`src/rtl/vs10xx_spi_ctrl.sv`:
```
// VS10xx decoder SPI controller: hardware reset/init sequencing, SCI register writes, DREQ-gated SDI bursts.
// Define VS10XX_VOLUME_EN to add the vol input that is mirrored automatically into SCI VOL (0x0B).
module vs10xx_spi_ctrl #(
  parameter int unsigned CLK_DIV      = 4,
  parameter int unsigned BURST_BYTES  = 32,
  parameter int unsigned RESET_CYCLES = 1000,
  parameter int unsigned INIT_WAIT    = 2000,
  parameter logic [15:0] INIT_MODE    = 16'h0800
) (
  input  logic        clk,
  input  logic        rst,
  input  logic        DREQ,
  output logic        xRSET,
  output logic        XCS,
  output logic        XDCS,
  output logic        SI,
  output logic        SCLK,
  input  logic        sci_req,
  input  logic [7:0]  sci_addr,
  input  logic [15:0] sci_wdata,
  output logic        sci_ack,
  input  logic [7:0]  sdi_data,
  input  logic        sdi_valid,
  output logic        sdi_ready,
`ifdef VS10XX_VOLUME_EN
  input  logic [7:0]  vol,
`endif
  output logic        init_done,
  output logic        busy
);

  localparam int unsigned MAX_WAIT = (RESET_CYCLES > INIT_WAIT) ? RESET_CYCLES : INIT_WAIT;
  localparam int unsigned CNT_W    = $clog2(MAX_WAIT + 1);
  localparam int unsigned DIV_W    = $clog2(CLK_DIV);
  localparam int unsigned BYTE_W   = $clog2(BURST_BYTES + 1);
  localparam int unsigned HALF_W   = 7;

  localparam logic [2:0] ST_HW_RESET = 3'd0;
  localparam logic [2:0] ST_HW_WAIT  = 3'd1;
  localparam logic [2:0] ST_INIT     = 3'd2;
  localparam logic [2:0] ST_IDLE     = 3'd3;
  localparam logic [2:0] ST_SCI      = 3'd4;
  localparam logic [2:0] ST_SDI      = 3'd5;

  logic [2:0]        state_q, state_d;
  logic [CNT_W-1:0]  cnt_q, cnt_d;
  logic [DIV_W-1:0]  div_q, div_d;
  logic [HALF_W-1:0] half_q, half_d, half_nx, last_half;
  logic [31:0]       shift_q, shift_d;
  logic [BYTE_W-1:0] bytes_q, bytes_d;
  logic xrset_q, xrset_d, xcs_q, xcs_d, xdcs_q, xdcs_d, sclk_q, sclk_d;
  logic ack_q, ack_d, ready_q, ready_d, init_done_q, init_done_d, busy_q, busy_d;
  logic ack_en_q, ack_en_d;
`ifdef VS10XX_VOLUME_EN
  logic [7:0] vol_shadow_q, vol_shadow_d, vol_pend_q, vol_pend_d;
`endif

  // Next-state and output decode; half_q counts SCLK half-periods since frame start.
  always_comb begin
    state_d     = state_q;
    cnt_d       = cnt_q;
    div_d       = div_q;
    half_d      = half_q;
    shift_d     = shift_q;
    bytes_d     = bytes_q;
    xcs_d       = xcs_q;
    xdcs_d      = xdcs_q;
    sclk_d      = sclk_q;
    ack_d       = 1'b0;
    ready_d     = 1'b0;
    init_done_d = init_done_q;
    ack_en_d    = ack_en_q;
`ifdef VS10XX_VOLUME_EN
    vol_shadow_d = vol_shadow_q;
    vol_pend_d   = vol_pend_q;
`endif
    half_nx   = half_q + HALF_W'(1);
    last_half = (state_q == ST_SDI) ? HALF_W'(16) : HALF_W'(64);
    case (state_q)
      ST_HW_RESET: begin
        if (cnt_q == CNT_W'(RESET_CYCLES - 1)) begin
          state_d = ST_HW_WAIT;
          cnt_d   = '0;
        end else begin
          cnt_d = cnt_q + CNT_W'(1);
        end
      end
      ST_HW_WAIT: begin
        if (cnt_q < CNT_W'(INIT_WAIT - 1)) begin
          cnt_d = cnt_q + CNT_W'(1);
        end else if (DREQ) begin
          state_d = ST_INIT;
          xcs_d   = 1'b0;
          shift_d = {8'h02, 8'h00, INIT_MODE};
          div_d   = '0;
          half_d  = '0;
        end
      end
      ST_IDLE: begin
        div_d  = '0;
        half_d = '0;
        if (DREQ && sci_req) begin
          state_d  = ST_SCI;
          ack_en_d = 1'b1;
          xcs_d    = 1'b0;
          shift_d  = {8'h02, sci_addr, sci_wdata};
        end
`ifdef VS10XX_VOLUME_EN
        else if (DREQ && (vol != vol_shadow_q)) begin
          state_d    = ST_SCI;
          ack_en_d   = 1'b0;
          xcs_d      = 1'b0;
          shift_d    = {8'h02, 8'h0B, vol, vol};
          vol_pend_d = vol;
        end
`endif
        else if (DREQ && sdi_valid) begin
          state_d = ST_SDI;
          xdcs_d  = 1'b0;
          ready_d = 1'b1;
          bytes_d = BYTE_W'(1);
          shift_d = {sdi_data, 24'h000000};
        end
      end
      ST_INIT, ST_SCI, ST_SDI: begin
        if (half_q == last_half + HALF_W'(1)) begin
          state_d = ST_IDLE;
        end else if (div_q != DIV_W'(CLK_DIV - 1)) begin
          div_d = div_q + DIV_W'(1);
        end else begin
          div_d  = '0;
          half_d = half_nx;
          if (half_nx == last_half + HALF_W'(1)) begin
            xcs_d  = 1'b1;
            xdcs_d = 1'b1;
            if (state_q == ST_INIT) init_done_d = 1'b1;
            if (state_q == ST_SCI) begin
              ack_d = ack_en_q;
`ifdef VS10XX_VOLUME_EN
              if (!ack_en_q) vol_shadow_d = vol_pend_q;
`endif
            end
          end else if (half_nx[0]) begin
            sclk_d = 1'b1;
          end else begin
            sclk_d = 1'b0;
            // Next SDI byte is chained on the last falling edge so SCLK never gaps.
            if ((state_q == ST_SDI) && (half_nx == last_half) && sdi_valid &&
                (bytes_q < BYTE_W'(BURST_BYTES))) begin
              shift_d = {sdi_data, 24'h000000};
              ready_d = 1'b1;
              half_d  = '0;
              bytes_d = bytes_q + BYTE_W'(1);
            end else begin
              shift_d = {shift_q[30:0], 1'b0};
            end
          end
        end
      end
      default: state_d = ST_HW_RESET;
    endcase
    xrset_d = (state_d != ST_HW_RESET);
    busy_d  = (state_d != ST_IDLE);
  end

  always_ff @(posedge clk) begin
    if (rst) begin
      state_q     <= ST_HW_RESET;
      cnt_q       <= '0;
      div_q       <= '0;
      half_q      <= '0;
      shift_q     <= '0;
      bytes_q     <= '0;
      xrset_q     <= 1'b0;
      xcs_q       <= 1'b1;
      xdcs_q      <= 1'b1;
      sclk_q      <= 1'b0;
      ack_q       <= 1'b0;
      ready_q     <= 1'b0;
      init_done_q <= 1'b0;
      busy_q      <= 1'b1;
      ack_en_q    <= 1'b1;
`ifdef VS10XX_VOLUME_EN
      vol_shadow_q <= 8'h00;
      vol_pend_q   <= 8'h00;
`endif
    end else begin
      state_q     <= state_d;
      cnt_q       <= cnt_d;
      div_q       <= div_d;
      half_q      <= half_d;
      shift_q     <= shift_d;
      bytes_q     <= bytes_d;
      xrset_q     <= xrset_d;
      xcs_q       <= xcs_d;
      xdcs_q      <= xdcs_d;
      sclk_q      <= sclk_d;
      ack_q       <= ack_d;
      ready_q     <= ready_d;
      init_done_q <= init_done_d;
      busy_q      <= busy_d;
      ack_en_q    <= ack_en_d;
`ifdef VS10XX_VOLUME_EN
      vol_shadow_q <= vol_shadow_d;
      vol_pend_q   <= vol_pend_d;
`endif
    end
  end

  assign xRSET     = xrset_q;
  assign XCS       = xcs_q;
  assign XDCS      = xdcs_q;
  assign SI        = shift_q[31];
  assign SCLK      = sclk_q;
  assign sci_ack   = ack_q;
  assign sdi_ready = ready_q;
  assign init_done = init_done_q;
  assign busy      = busy_q;

endmodule

```
`config.mk`:
```
export PLATFORM = sky130hd
export DESIGN_NAME = vs10xx_spi_ctrl
export DESIGN_NICKNAME = d
export VERILOG_FILES = /design/src/rtl/vs10xx_spi_ctrl.sv
export SDC_FILE = /design/constraint.sdc
export NUM_CORES = 1
export LEC_CHECK = 0
export BUFFER_PORTS_ARGS = -buffer_cell sky130_fd_sc_hd__buf_2
export CORE_ASPECT_RATIO = 1.5
export CORE_MARGIN = 2
export CORE_UTILIZATION = 40
export CTS_CLUSTER_DIAMETER = 60
export DETAILED_ROUTE_END_ITERATION = 16
export SETUP_SLACK_MARGIN = 0.15
export SYNTH_ARGS = -nofsm -noshare
export SYNTH_HDL_FRONTEND = slang
export SYNTH_SLANG_ARGS = --single-unit
export TNS_END_PERCENT = 1
```
`constraint.sdc`:
```
create_clock -name clk -period 2.9 [get_ports clk]
set_input_delay 0 -clock clk [delete_from_list [all_inputs] [get_ports clk]]
set_output_delay 0 -clock clk [all_outputs]
set_load 0.05 [all_outputs]
```
# Word level (Yosys, flattened, before mapping)

Index checks and enable logic that the tools add are counted.

Add/sub/neg operators: 5
Bitwise operators: 5
Shifts and indexed selects: 0
Reduce and logical (&&, ||, !) cells: 21
Muxes and demuxes: 61
Equality and inequality tests: 24
$lt $le $gt $ge: 2
Divide/modulo/power cells: 0
$mul: 0

Operator list:

| operator              | number |
|---|---|
| $mux 32               | 9 |
| $pmux 32 s3           | 1 |
| $mux 7                | 8 |
| $mux 6                | 7 |
| $ne 2x2->1 const B    | 13 |
| $mux 11               | 2 |
| $pmux 11 s2           | 1 |
| $eq 7x7->1            | 3 |
| $pmux 7 s3            | 1 |
| $mux 3                | 6 |
| $mux 1                | 16 |
| $reduce_and 8->1      | 2 |
| $add 7x1->7 const B   | 2 |
| $pmux 3 s4            | 1 |
| $pmux 6 s2            | 1 |
| $add 11x1->11 const B | 1 |
| $eq 11x10->1 const B  | 1 |
| $lt 11x11->1 const B  | 1 |
| $reduce_and 5->1      | 2 |
| $mux 2                | 4 |
| $reduce_and 4->1      | 2 |
| $reduce_and 7->1      | 1 |
| $add 6x1->6 const B   | 1 |
| $eq 3x2->1 const B    | 2 |
| 18 further kinds      | 30 |

Latch bits: 0
RAM bits: 0
Register bits after elaboration: 69
Memories: 0
Memory bits (read-only): 0
Output and inout port bits: 9

# Depth between registers and ports, before layout

Gate-level depths: netlist (run 1).

Depth after elaboration: 12
Mapped depth: 9
Mapped depth without buffers: 8

# Least setup slack after synthesis (run 1)

Ideal clock, no wire load.

Path type: reg2reg
Start: register half_q[1]
End: register half_q[1]
Arrival: 2.084 ns
Stages on the path, launching flop included: 8
Setup time: 0.117 ns
Buffers on the path: 0
Required time: 2.783 ns
Setup slack: 0.699 ns
Clock period less this slack: 2.201 ns
Cells stage by stage: dfxtp_1 > ha_1 > and3_1 > nand2b_1 > a211o_1 > a2111oi_0 > nor2_1 > a22o_1

Cells in the longest elaborated chain, start to end: 11
Elaborated cells on any way between the ends: 15
Classes of those cells: add/sub (1); eq/ne (4); mux (6); reduce/logical (4)

Ends and longest elaborated chain:

| item                            | RTL line | text |
|---|---|---|
| start: declaration              | 48       | `logic [HALF_W-1:0] half_q, half_d, half_nx, last_half;` |
| start signal: assignment        | 191      | `half_q <= half_d;` |
| $add 7x1->7                     | 77       | `half_nx = half_q + HALF_W'(1);` |
| $eq 7x7->1                      | 148      | `if ((state_q == ST_SDI) && (half_nx == last_half) && sdi_valid &&` |
| $logic_and 1x1->1 (3 in series) | 148      |  |
| $mux 7                          | 148      |  |
| $mux 7                          | 143      | `end else if (half_nx[0]) begin` |
| $mux 7                          | 133      | `if (half_nx == last_half + HALF_W'(1)) begin` |
| $mux 7                          | 128      | `end else if (div_q != DIV_W'(CLK_DIV - 1)) begin` |
| $mux 7                          | 126      | `if (half_q == last_half + HALF_W'(1)) begin` |
| $pmux 7 s3                      | 79       | `case (state_q)` |

Parallel ways exist; a longest one is shown, timed or not. The select of a mux whose other input is x is not followed.
A chain may end at the register's enable or synchronous reset.

# Worst setup path after layout (run 1)

Start: register half_q[1]
End: register bytes_q[2]

Cells in the longest elaborated chain, start to end: 7
Elaborated cells on any way between the ends: 11
Classes of those cells: add/sub (1); eq/ne (6); reduce/logical (4)

Ends and longest elaborated chain:

| item                                | RTL line | text |
|---|---|---|
| $add 7x1->7                         | 77       |  |
| $eq 7x7->1                          | 148      |  |
| $logic_and 1x1->1 (3 in series)     | 148      |  |
| $ne 2x2->1 (no source line)         | --       |  |
| $reduce_and 8->1 (no source line) * | --       |  |
| end signal: assignment              | 193      | `bytes_q <= bytes_d;` |
| end: declaration                    | 50       | `logic [BYTE_W-1:0] bytes_q, bytes_d;` |

Every way passes the cells marked *; elsewhere a longest branch is shown, timed or not.

==> metrics, run 1 <==
first-pass GRT wire length=15480 µm; highest clock rate=394.7 MHz; Hold Violations, Final=0; register area=1383 µm²; antenna cells=0; H-tree Lvls=3; fin. max-slew vios=0; RSZ-0062 raised after global routing=false; Via density=5.937; # setup viols final=0; Pleak=0.001515 µW; register area share after synthesis=38.45%; RePlAce Congestion=0.8721; largest net degree at the start of global routing=49; antenna violations before repair=0; layout cells sized above 1=19.74%; most frequent CP cell=a21oi_1; CP delay by family, top=simple AND/OR/NAND/NOR gates; non-filler cells, final=571; Fin Clk Skew=0.008414 ns; vias in the first global route=3258; starting density of the core=40.93%; Die H=120.1 µm; CP max FO=7; crit path cell chain=ha_1 -> and3_1 -> nand2b_1 -> a211oi_2 -> a21oi_1 -> or4_1 -> a21oi_1; Critical path buffers and inverters=0; Nets=500; Synth Register Bits=69; Final HPWL DP=6699 µm; final period utilization=87.36%; Total Routing Usage GR=20.54%; relative slew slack=60.14%; DR DRC count=0; Power Density=491.6 nW/µm²; area of the multi-input gates=2056 µm²; clk sinks=69; status=finished clean; CP peak stage delay=0.50 ns; Clock transition at path regs=0.06 ns; PortBufs=45; site row count=42; Slew @ Worst Pin=0.5828 ns; DRT iter0 DRCs=250; fillers=839; placed instance count=555; Core Region=8776 µm²; Ports=46; Cell Area, Synth=3592 µm²; average wire per cell in the routed design=16.68 µm; dpl ws=0.3040 ns; class of the worst hold path=in -> reg; routed wire length=9526 µm; post-CTS sizing=0; insertion delay to the later sink of the worst-skew pair=0.34 ns; required time of the critical path=3.17 ns; Post-synth ARST share=0%; CTS tree=yes; EDFF count, synth=0; clk buf depth=2; Die X=81.38 µm; Ys Warns=0; Max VDD drop=269.2 µV; Final min period=2.533 ns; die area=9770 µm²; Synth cell types=65; Critical Path End Type=flop; fin worst setup slack=0.3665 ns; total negative slack=0 ns; clock root buffer=clkbuf_16; Post-CTS Repair Setup Buffers=0; drt pass-1 iters=5; total number of vias=3390; syn avg cell area=8.677 µm²; Critical Path Start Type=flop; critical path class=reg -> reg; Post-CTS Hold Buffers=0; WP data arrival=2.80 ns; Mapped Nets=458; total gr overflow=0; Antenna Nets Post-Route=0; area delta synth->final=18.22%; Slowest-stage cell, CP=or4_1; dominant synthesized flop cell=dfxtp_1; Mapped Cells=414; # Max-Cap Violations=0; total CTS buffers=9
[stage by stage]
step / util [%] / hold WS (ns) / cell area (µm²) / total power (µW)
after CTS: 48.36 / 0.01687 / 4244 / 2112
after global routing: 48.39 / 0.02882 / 4247 / 2156
final: 48.39 / 0.03078 / 4247 / 2088
after detailed placement: 45.05 / 0.3778 / 3954 / 1041
after global placement: 45.05 / 0.3695 / 3954 / 1040
after floorplan: - / 0.2310 / 3592 / 1003
[layout make-up]
class / instances / area share [%]
Multi-Input combinational cell: 308 / 48.41
Sequential cell: 69 / 32.56
Clock inverter: 7 / 1.532
Inverter: 8 / 0.7071
Clock buffer: 9 / 5.303
Timing Repair Buffer: 60 / 8.250
Tap cell: 110 / 3.241
[worst register-to-register path: stages (launching register included)]
cell,delay [ns]
dfxtp_1,0.47
ha_1,0.31
and3_1,0.30
nand2b_1,0.13
a211oi_2,0.37
a21oi_1,0.24
or4_1,0.50
a21oi_1,0.15
[sequential cells by signal (all words and copies together), names as in the netlist]
signal and cells:
sci_ack 1, SCLK 1, XCS 1, init_done 1
xRSET 1, sdi_ready 1, shift_q 32, XDCS 1
state_q 3, half_q 7, busy 1, div_q 2
cnt_q 11, bytes_q 6
[metal layers]
metal,wire [µm],vias up,GRT usage [%]
li1,-,1667,-
met5,0,-,0
met4,370,0,13.24
met1,3837,1596,23.81
met2,4894,104,34.12
met3,422,23,3.233
[cell families after synthesis]
kind of cell	after synthesis	synth area share (%)
mux	4	1.149
flops	69	38.45
xor+xnor	12	2.926
buf+inv	37	4.528
fa+ha+maj	7	2.438
simple gates	127	19.26
compound gates	158	31.24
[cells in the mapped netlist, drive strengths merged (8+ instances only)]
cell,number,area [µm²]
dfxtp,69,1381
a21oi,41,209.0
a211oi,33,252.7
a22oi,30,225.2
nor2,30,115.1
nand2,28,105.1
nand3,19,100.1
buf,17,87.59
clkbuf,12,45.04
o21ai,10,50.04
inv,8,30.03
nand2b,8,50.05
[report_power, final]
part | internal [µW] | switching (µW)
clock network | 601 | 467
registers | 951 | 5.17
logic | 27.1 | 35.5
total | 1580 | 508
[placed cells by master (no fill, tap or decap), types with 4 or more instances in the layout]
master / count
buf_4: 14
nor2b_1: 4
o21ai_0: 7
xor2_1: 7
nor2_1: 29
nand2_1: 28
nand3_1: 18
buf_2: 45
inv_1: 8
or4_1: 4
o31ai_1: 7
a211oi_1: 32
ha_1: 7
a21oi_1: 40
dfxtp_1: 68
clkbuf_16: 9
nand4_1: 6
nor3_1: 5
a22oi_1: 30
nand2b_1: 8
xnor2_1: 5
[worst paths after layout]
path,startpoint,end,slack (ns),cells after the start
worst min-delay path,sdi_data[1],shift_q[25],0.03,4
worst max-delay path,half_q[1],bytes_q[2],0.37,7
worst min register to register,div_q[1],div_q[1],0.48,2
worst max register to register,half_q[1],bytes_q[2],0.37,7
Power figures use the tool's default switching activity.
==> run 2, diff against run 1 <==
--- a/config.mk
+++ b/config.mk
@@ -8,7 +8,7 @@
 export BUFFER_PORTS_ARGS = -buffer_cell sky130_fd_sc_hd__buf_2
 export CORE_ASPECT_RATIO = 1.5
 export CORE_MARGIN = 2
-export CORE_UTILIZATION = 40
+export CORE_UTILIZATION = 31
 export CTS_CLUSTER_DIAMETER = 60
 export DETAILED_ROUTE_END_ITERATION = 16
 export SETUP_SLACK_MARGIN = 0.15
==> metrics, run 2 (synthesis results as in run 1) <==
reg2reg path depth=9 (was 7); CP max FO=7 (unchanged); die area=12480 µm² (was 9770 µm²); # Max-Cap Violations=0 (unchanged); H-tree Lvls=3 (unchanged); Clk pwr share=56.6% (was 51.2%); Crit. Startpoint=half_q[1] (unchanged); fillers=1199 (was 839); Nets=508 (was 500); DRT iter0 DRCs=222 (was 250); most common cell after layout, fill and taps aside=dfxtp_1 (unchanged); highest clock rate=382.0 MHz (was 394.7 MHz); site row count=48 (was 42); Total Routing Usage GR=16.55% (was 20.54%); commonest cells after routing, fill and taps aside=dfxtp_1, buf_2, a21oi_1 (unchanged); drt pass-1 iters=6 (was 5); Final HPWL DP=7121 µm (was 6699 µm); # setup viols final=0 (unchanged); layout cells sized above 1=20.68% (was 19.74%); r2r setup slk=0.28 ns (was 0.37 ns); Via density=5.551 (was 5.937); antenna cells=0 (unchanged); average wire per cell in the routed design=16.15 µm (was 16.68 µm); total negative slack=0 ns (unchanged); critical path class=reg -> reg (unchanged); non-filler cells, final=619 (was 571); RR Endpoint=bytes_q[2] (unchanged); required time of the critical path=3.17 ns (about the same); total CTS buffers=9 (unchanged); clk sinks=69 (unchanged); Slew @ Worst Pin=0.6136 ns (was 0.5828 ns); Top reg by flops=shift_q (unchanged); Critical Path Start Type=flop (unchanged); clock root buffer=clkbuf_16 (unchanged); Critical Path End Type=flop (unchanged); RSZ-0062 raised after global routing=true (was false); first-pass GRT wire length=16370 µm (was 15480 µm); Comb pwr share=2.7% (was 3.0%); Pleak=0.001588 µW (was 0.001515 µW); insertion delay to the later sink of the worst-skew pair=0.34 ns (about the same); Core Region=11410 µm² (was 8776 µm²); RePlAce Congestion=0.8880 (was 0.8721); Clock transition at path regs=0.05 ns (was 0.06 ns); area of the multi-input gates=2072 µm² (was 2056 µm²); Slowest-stage cell, CP=or4_1 (unchanged); total gr overflow=0 (unchanged); sequential cell fraction of total power=40.7% (was 45.8%); Final min period=2.618 ns (was 2.533 ns); Antenna Nets Post-Route=0 (unchanged); Fin Clk Skew=0.005718 ns (was 0.008414 ns); status=finished clean (unchanged); sw frac=19.65% (was 24.34%); Die H=135.8 µm (was 120.1 µm); CTS tree=yes (unchanged); routed wire length=9999 µm (was 9526 µm); CP delay by family, top=simple AND/OR/NAND/NOR gates (unchanged); largest net degree at the start of global routing=49 (unchanged); final period utilization=90.27% (was 87.36%); Hold Violations, Final=0 (unchanged); Top Registers=shift_q (32), cnt_q (11), half_q (7) (unchanged); CP peak stage delay=0.52 ns (was 0.50 ns); WP data arrival=2.89 ns (was 2.80 ns); antenna violations before repair=0 (unchanged); register area=1381 µm² (was 1383 µm²); PortBufs=45 (unchanged); relative slew slack=58.52% (was 60.14%); FF-to-FF Start=half_q[1] (unchanged); post-CTS sizing=1 (was 0); starting density of the core=31.48% (was 40.93%); Critical path buffers and inverters=2 (was 0); fin. max-slew vios=0 (unchanged); CP Capture Point=bytes_q[2] (unchanged); total number of vias=3436 (was 3390); clk buf depth=2 (unchanged); vias in the first global route=3386 (was 3258); internal power=1890 µW (was 1579 µW); Power Density=531.1 nW/µm² (was 491.6 nW/µm²); Stages on worst setup path=9 (was 7); Die X=91.89 µm (was 81.38 µm); placed instance count=603 (was 555); class of the worst hold path=in -> reg (unchanged); Ports=46 (unchanged); DR DRC count=0 (unchanged); Post-CTS Hold Buffers=0 (unchanged); Max VDD drop=258.4 µV (was 269.2 µV); Post-CTS Repair Setup Buffers=0 (unchanged); crit path cell chain=ha_1 -> and3_1 -> buf_4 -> nand2b_1 -> a211oi_4 -> buf_4 -> a21oi_1 -> or4_1 -> a21oi_1 (was ha_1 -> and3_1 -> nand2b_1 -> a211oi_2 -> a21oi_1 -> or4_1 -> a21oi_1); area delta synth->final=23.30% (was 18.22%); P_sw=462.3 µW (was 508.2 µW); Largest register FFs=32 (unchanged)
-- run 2: changes by cell type in the layout (fill, tap and decap cells not counted), sizes merged --
| cell | previous run | this run |
|---|---|---|
| buf | 60 | 68 |
| clkinv | 1 | 0 |
| clkinvlp | 1 | 0 |
| clkbuf | 9 | 13 |
| bufinv | 0 | 3 |
| inv | 13 | 8 |
-- run 2: per-layer routing --
| layer | part of all wire, % | GRT usage, % | vias up |
|---|---|---|---|
| met5 | 0 | 0 | - |
| li1 | - | - | 1684 |
| met2 | 52 | 28.84 | 103 |
| met3 | 4.2 | 2.550 | 23 |
| met4 | 3.3 | 10.28 | 0 |
| met1 | 40 | 18.87 | 1626 |
-- run 2: layout make-up --
| type | count | share of cell area, % |
|---|---|---|
| tap | 150 | 4.237 |
| clock buffer | 13 | 6.102 |
| inverter | 8 | 0.6780 |
| clock inverter | 3 | 2.034 |
| sequential | 69 | 31.19 |
| multi-input combinational | 308 | 46.78 |
| timing repair buffer | 68 | 8.983 |
-- run 2: how the worst min path moves through the flow --
| stage | from | cells after the start | slack (ns) | endpoint |
|---|---|---|---|---|
| floorplan | rst | 2 | 0.23 | shift_q[0] |
| global placement | sci_wdata[4] | 3 | 0.38 | shift_q[4] |
| detailed placement | sci_wdata[0] | 3 | 0.36 | shift_q[0] |
| CTS | sci_wdata[0] | 3 | 0.02 | shift_q[0] |
| global route | sci_addr[1] | 3 | 0.05 | shift_q[17] |
| finish | sci_wdata[0] | 3 | 0.03 | shift_q[0] |
-- run 2: worst reg2reg max path, delay by kind of cell, from the launching register on --
family | cells | cell delay [ns]
adder cells (fa/ha/maj) | 1 | 0.26
buffers and inverters | 2 | 0.31
AND/OR/NAND/NOR | 3 | 0.84
flip-flops | 1 | 0.46
AO/OA/AOI/OAI | 3 | 0.67
-- run 2: metrics by stage --
| stage | util (%) | hold WS [ns] | worst slack (ns) | instance area [µm²] | total power (µW) |
|---|---|---|---|---|---|
| after floorplan | - | 0.2310 | 0.6994 | 3592 | 1003 |
| after global placement | 35.50 | 0.3752 | 0.2415 | 4051 | 1042 |
| after detailed placement | 35.50 | 0.3636 | 0.1583 | 4051 | 1042 |
| after CTS | 38.73 | 0.01863 | 0.2652 | 4419 | 2371 |
| after global routing | 38.82 | 0.04695 | 0.07899 | 4429 | 2411 |
| final | 38.82 | 0.02949 | 0.2821 | 4429 | 2352 |
-- run 2: power groups by stage --
stage	logic (µW)	clock network (µW)	registers [µW]
CTS	64.9	1350	957
global placement	64.4	0	977
detailed placement	64.6	0	977
global route	71.3	1380	957
floorplan	26.2	0	977
finish	64.3	1330	957
==> run 3, diff against run 2 <==
==> constraint.sdc (replaced) <==
create_clock -name clk -period 2.5 [get_ports clk]
set_input_delay 0 -clock clk [delete_from_list [all_inputs] [get_ports clk]]
set_output_delay 0 -clock clk [all_outputs]
set_load 0.05 [all_outputs]
==> metrics, run 3 (synthesis results as in run 1) <==
status=finished clean (unchanged); Top Registers=shift_q (32), cnt_q (11), half_q (7) (unchanged); Clock transition at path regs=0.05 ns (about the same); total CTS buffers=9 (unchanged); r2r setup slk=0.20 ns (was 0.28 ns); Die H=135.8 µm (unchanged); Crit. Startpoint=half_q[0] (was half_q[1]); RSZ-0062 raised after global routing=true (unchanged); RR Endpoint=shift_q[21] (was bytes_q[2]); total negative slack=0 ns (unchanged); largest net degree at the start of global routing=49 (unchanged); Largest register FFs=32 (unchanged); Hold Violations, Final=0 (unchanged); Critical Path Start Type=flop (unchanged); first-pass GRT wire length=16460 µm (was 16370 µm); Max VDD drop=316.4 µV (was 258.4 µV); FF-to-FF Start=half_q[0] (was half_q[1]); Final min period=2.299 ns (was 2.618 ns); crit path cell chain=buf_4 -> ha_1 -> nor4b_2 -> o21ai_0 -> o22ai_2 -> nor3_4 -> and2_1 -> buf_6 -> a211oi_1 (was ha_1 -> and3_1 -> buf_4 -> nand2b_1 -> a211oi_4 -> buf_4 -> a21oi_1 -> or4_1 -> a21oi_1); layout cells sized above 1=22.96% (was 20.68%); vias in the first global route=3325 (was 3386); Die X=91.89 µm (unchanged); CP peak stage delay=0.35 ns (was 0.52 ns); die area=12480 µm² (unchanged); Total Routing Usage GR=16.53% (was 16.55%); routed wire length=10140 µm (was 9999 µm); sequential cell fraction of total power=44.3% (was 40.7%); Post-CTS Hold Buffers=0 (unchanged); final period utilization=91.97% (was 90.27%); Slowest-stage cell, CP=dfxtp_1 (was or4_1); Via density=5.616 (was 5.551); insertion delay to the later sink of the worst-skew pair=0.33 ns (was 0.34 ns); reg2reg path depth=9 (unchanged); most common cell after layout, fill and taps aside=dfxtp_1 (unchanged); Core Region=11410 µm² (unchanged); sw frac=20.27% (was 19.65%); PortBufs=45 (unchanged); DR DRC count=0 (unchanged); average wire per cell in the routed design=16.43 µm (was 16.15 µm); DRT iter0 DRCs=276 (was 222); WP data arrival=2.53 ns (was 2.89 ns); # Max-Cap Violations=0 (unchanged); clk buf depth=2 (unchanged); Power Density=564.2 nW/µm² (was 531.1 nW/µm²); internal power=1995 µW (was 1890 µW); starting density of the core=31.48% (unchanged); Fin Clk Skew=0.009111 ns (was 0.005718 ns); CTS tree=yes (unchanged); clk sinks=69 (unchanged); antenna violations before repair=1 (was 0); # setup viols final=0 (unchanged); Core Util, Final=38.87% (was 38.82%); critical path class=reg -> reg (unchanged); Clk pwr share=52.5% (was 56.6%); Pleak=0.001566 µW (was 0.001588 µW); required time of the critical path=2.73 ns (was 3.17 ns); Antenna Nets Post-Route=0 (unchanged); P_sw=507.3 µW (was 462.3 µW); highest clock rate=434.9 MHz (was 382.0 MHz); H-tree Lvls=3 (unchanged); drt pass-1 iters=6 (unchanged); CP max FO=30 (was 7); Critical Path End Type=flop (unchanged); fin. max-slew vios=0 (unchanged); Nets=507 (was 508); class of the worst hold path=in -> reg (unchanged); RePlAce Congestion=0.9048 (was 0.8880); relative slew slack=61.64% (was 58.52%); Ports=46 (unchanged); commonest cells after routing, fill and taps aside=dfxtp_1, buf_2, a21oi_1 (unchanged); Slew @ Worst Pin=0.5754 ns (was 0.6136 ns); Comb pwr share=3.1% (was 2.7%); Final HPWL DP=7146 µm (was 7121 µm); total number of vias=3465 (was 3436); site row count=48 (unchanged); clock root buffer=clkbuf_16 (unchanged); area delta synth->final=23.48% (was 23.30%); total gr overflow=0 (unchanged); Top reg by flops=shift_q (unchanged); CP Capture Point=shift_q[21] (was bytes_q[2])
-- run 3: worst min-delay path by stage --
stage	from	end	cells after the start
finish	sci_addr[6]	shift_q[22]	3
global route	sci_addr[5]	shift_q[21]	3
CTS	sci_addr[7]	shift_q[23]	3
detailed placement	sci_addr[7]	shift_q[23]	3
global placement	sci_addr[7]	shift_q[23]	3
floorplan	rst	shift_q[0]	2
-- run 3: final cells by class --
| type | count | area (µm²) |
|---|---|---|
| well taps | 150 | 187.7 |
| clock buffers | 9 | 225.2 |
| multi-input cells | 308 | 2118 |
| diodes | 1 | 2.502 |
| clock inverters | 5 | 77.57 |
| flip-flops and latches | 69 | 1384 |
| repair buffers | 67 | 410.4 |
| fillers | 1175 | 6975 |
| inverters | 8 | 30.03 |
-- run 3: what timing repair did --
action	4_1_cts	5_1_grt
gates resized for setup	1	16
endpoints found under the setup margin	8	46
pin swaps	0	1
setup buffers	0	1
endpoints found under the hold margin	0	0
-- run 3: stage by stage --
step                      cells  setup slack (ns)  hold WS (ns)  total power [µW]  cell area, µm²
after floorplan             414            0.2994        0.2310              1163            3592
after global placement      601           0.08348        0.3813              1210            4049
after detailed placement    601           0.02341        0.3896              1211            4049
after CTS                   615            0.1255       0.04002              2522            4358
after global routing        617           0.09708       0.06289              2571            4436
final                       617            0.2007       0.04619              2502            4436
-- run 3: power groups by stage --
stage / clock, µW / sequential [µW] / combinational, µW
2_1_floorplan: 0 / 1130 / 30.4
3_3_place_gp: 0 / 1130 / 76.9
3_5_place_dp: 0 / 1130 / 77.8
4_1_cts: 1330 / 1110 / 78.4
5_1_grt: 1380 / 1110 / 85.8
6_report: 1310 / 1110 / 78.7
-- run 3: worst max-delay path, delay by kind of cell (launching register included) --
kind                     cells  cell delay (ns)
AND/OR/NAND/NOR              3             0.61
AO/OA/AOI/OAI                3             0.68
adder cells (fa/ha/maj)      1             0.15
flip-flops                   1             0.35
buffers and inverters        2             0.38
-- run 3: routing by layer --
metal / vias to the layer above / track usage (%) / share of wire (%)
met1: 1657 / 19.54 / 41
met5: - / 0 / 0
met2: 109 / 28.19 / 53
li1: 1680 / - / -
met3: 19 / 2.494 / 3.9
met4: 0 / 9.867 / 2.9
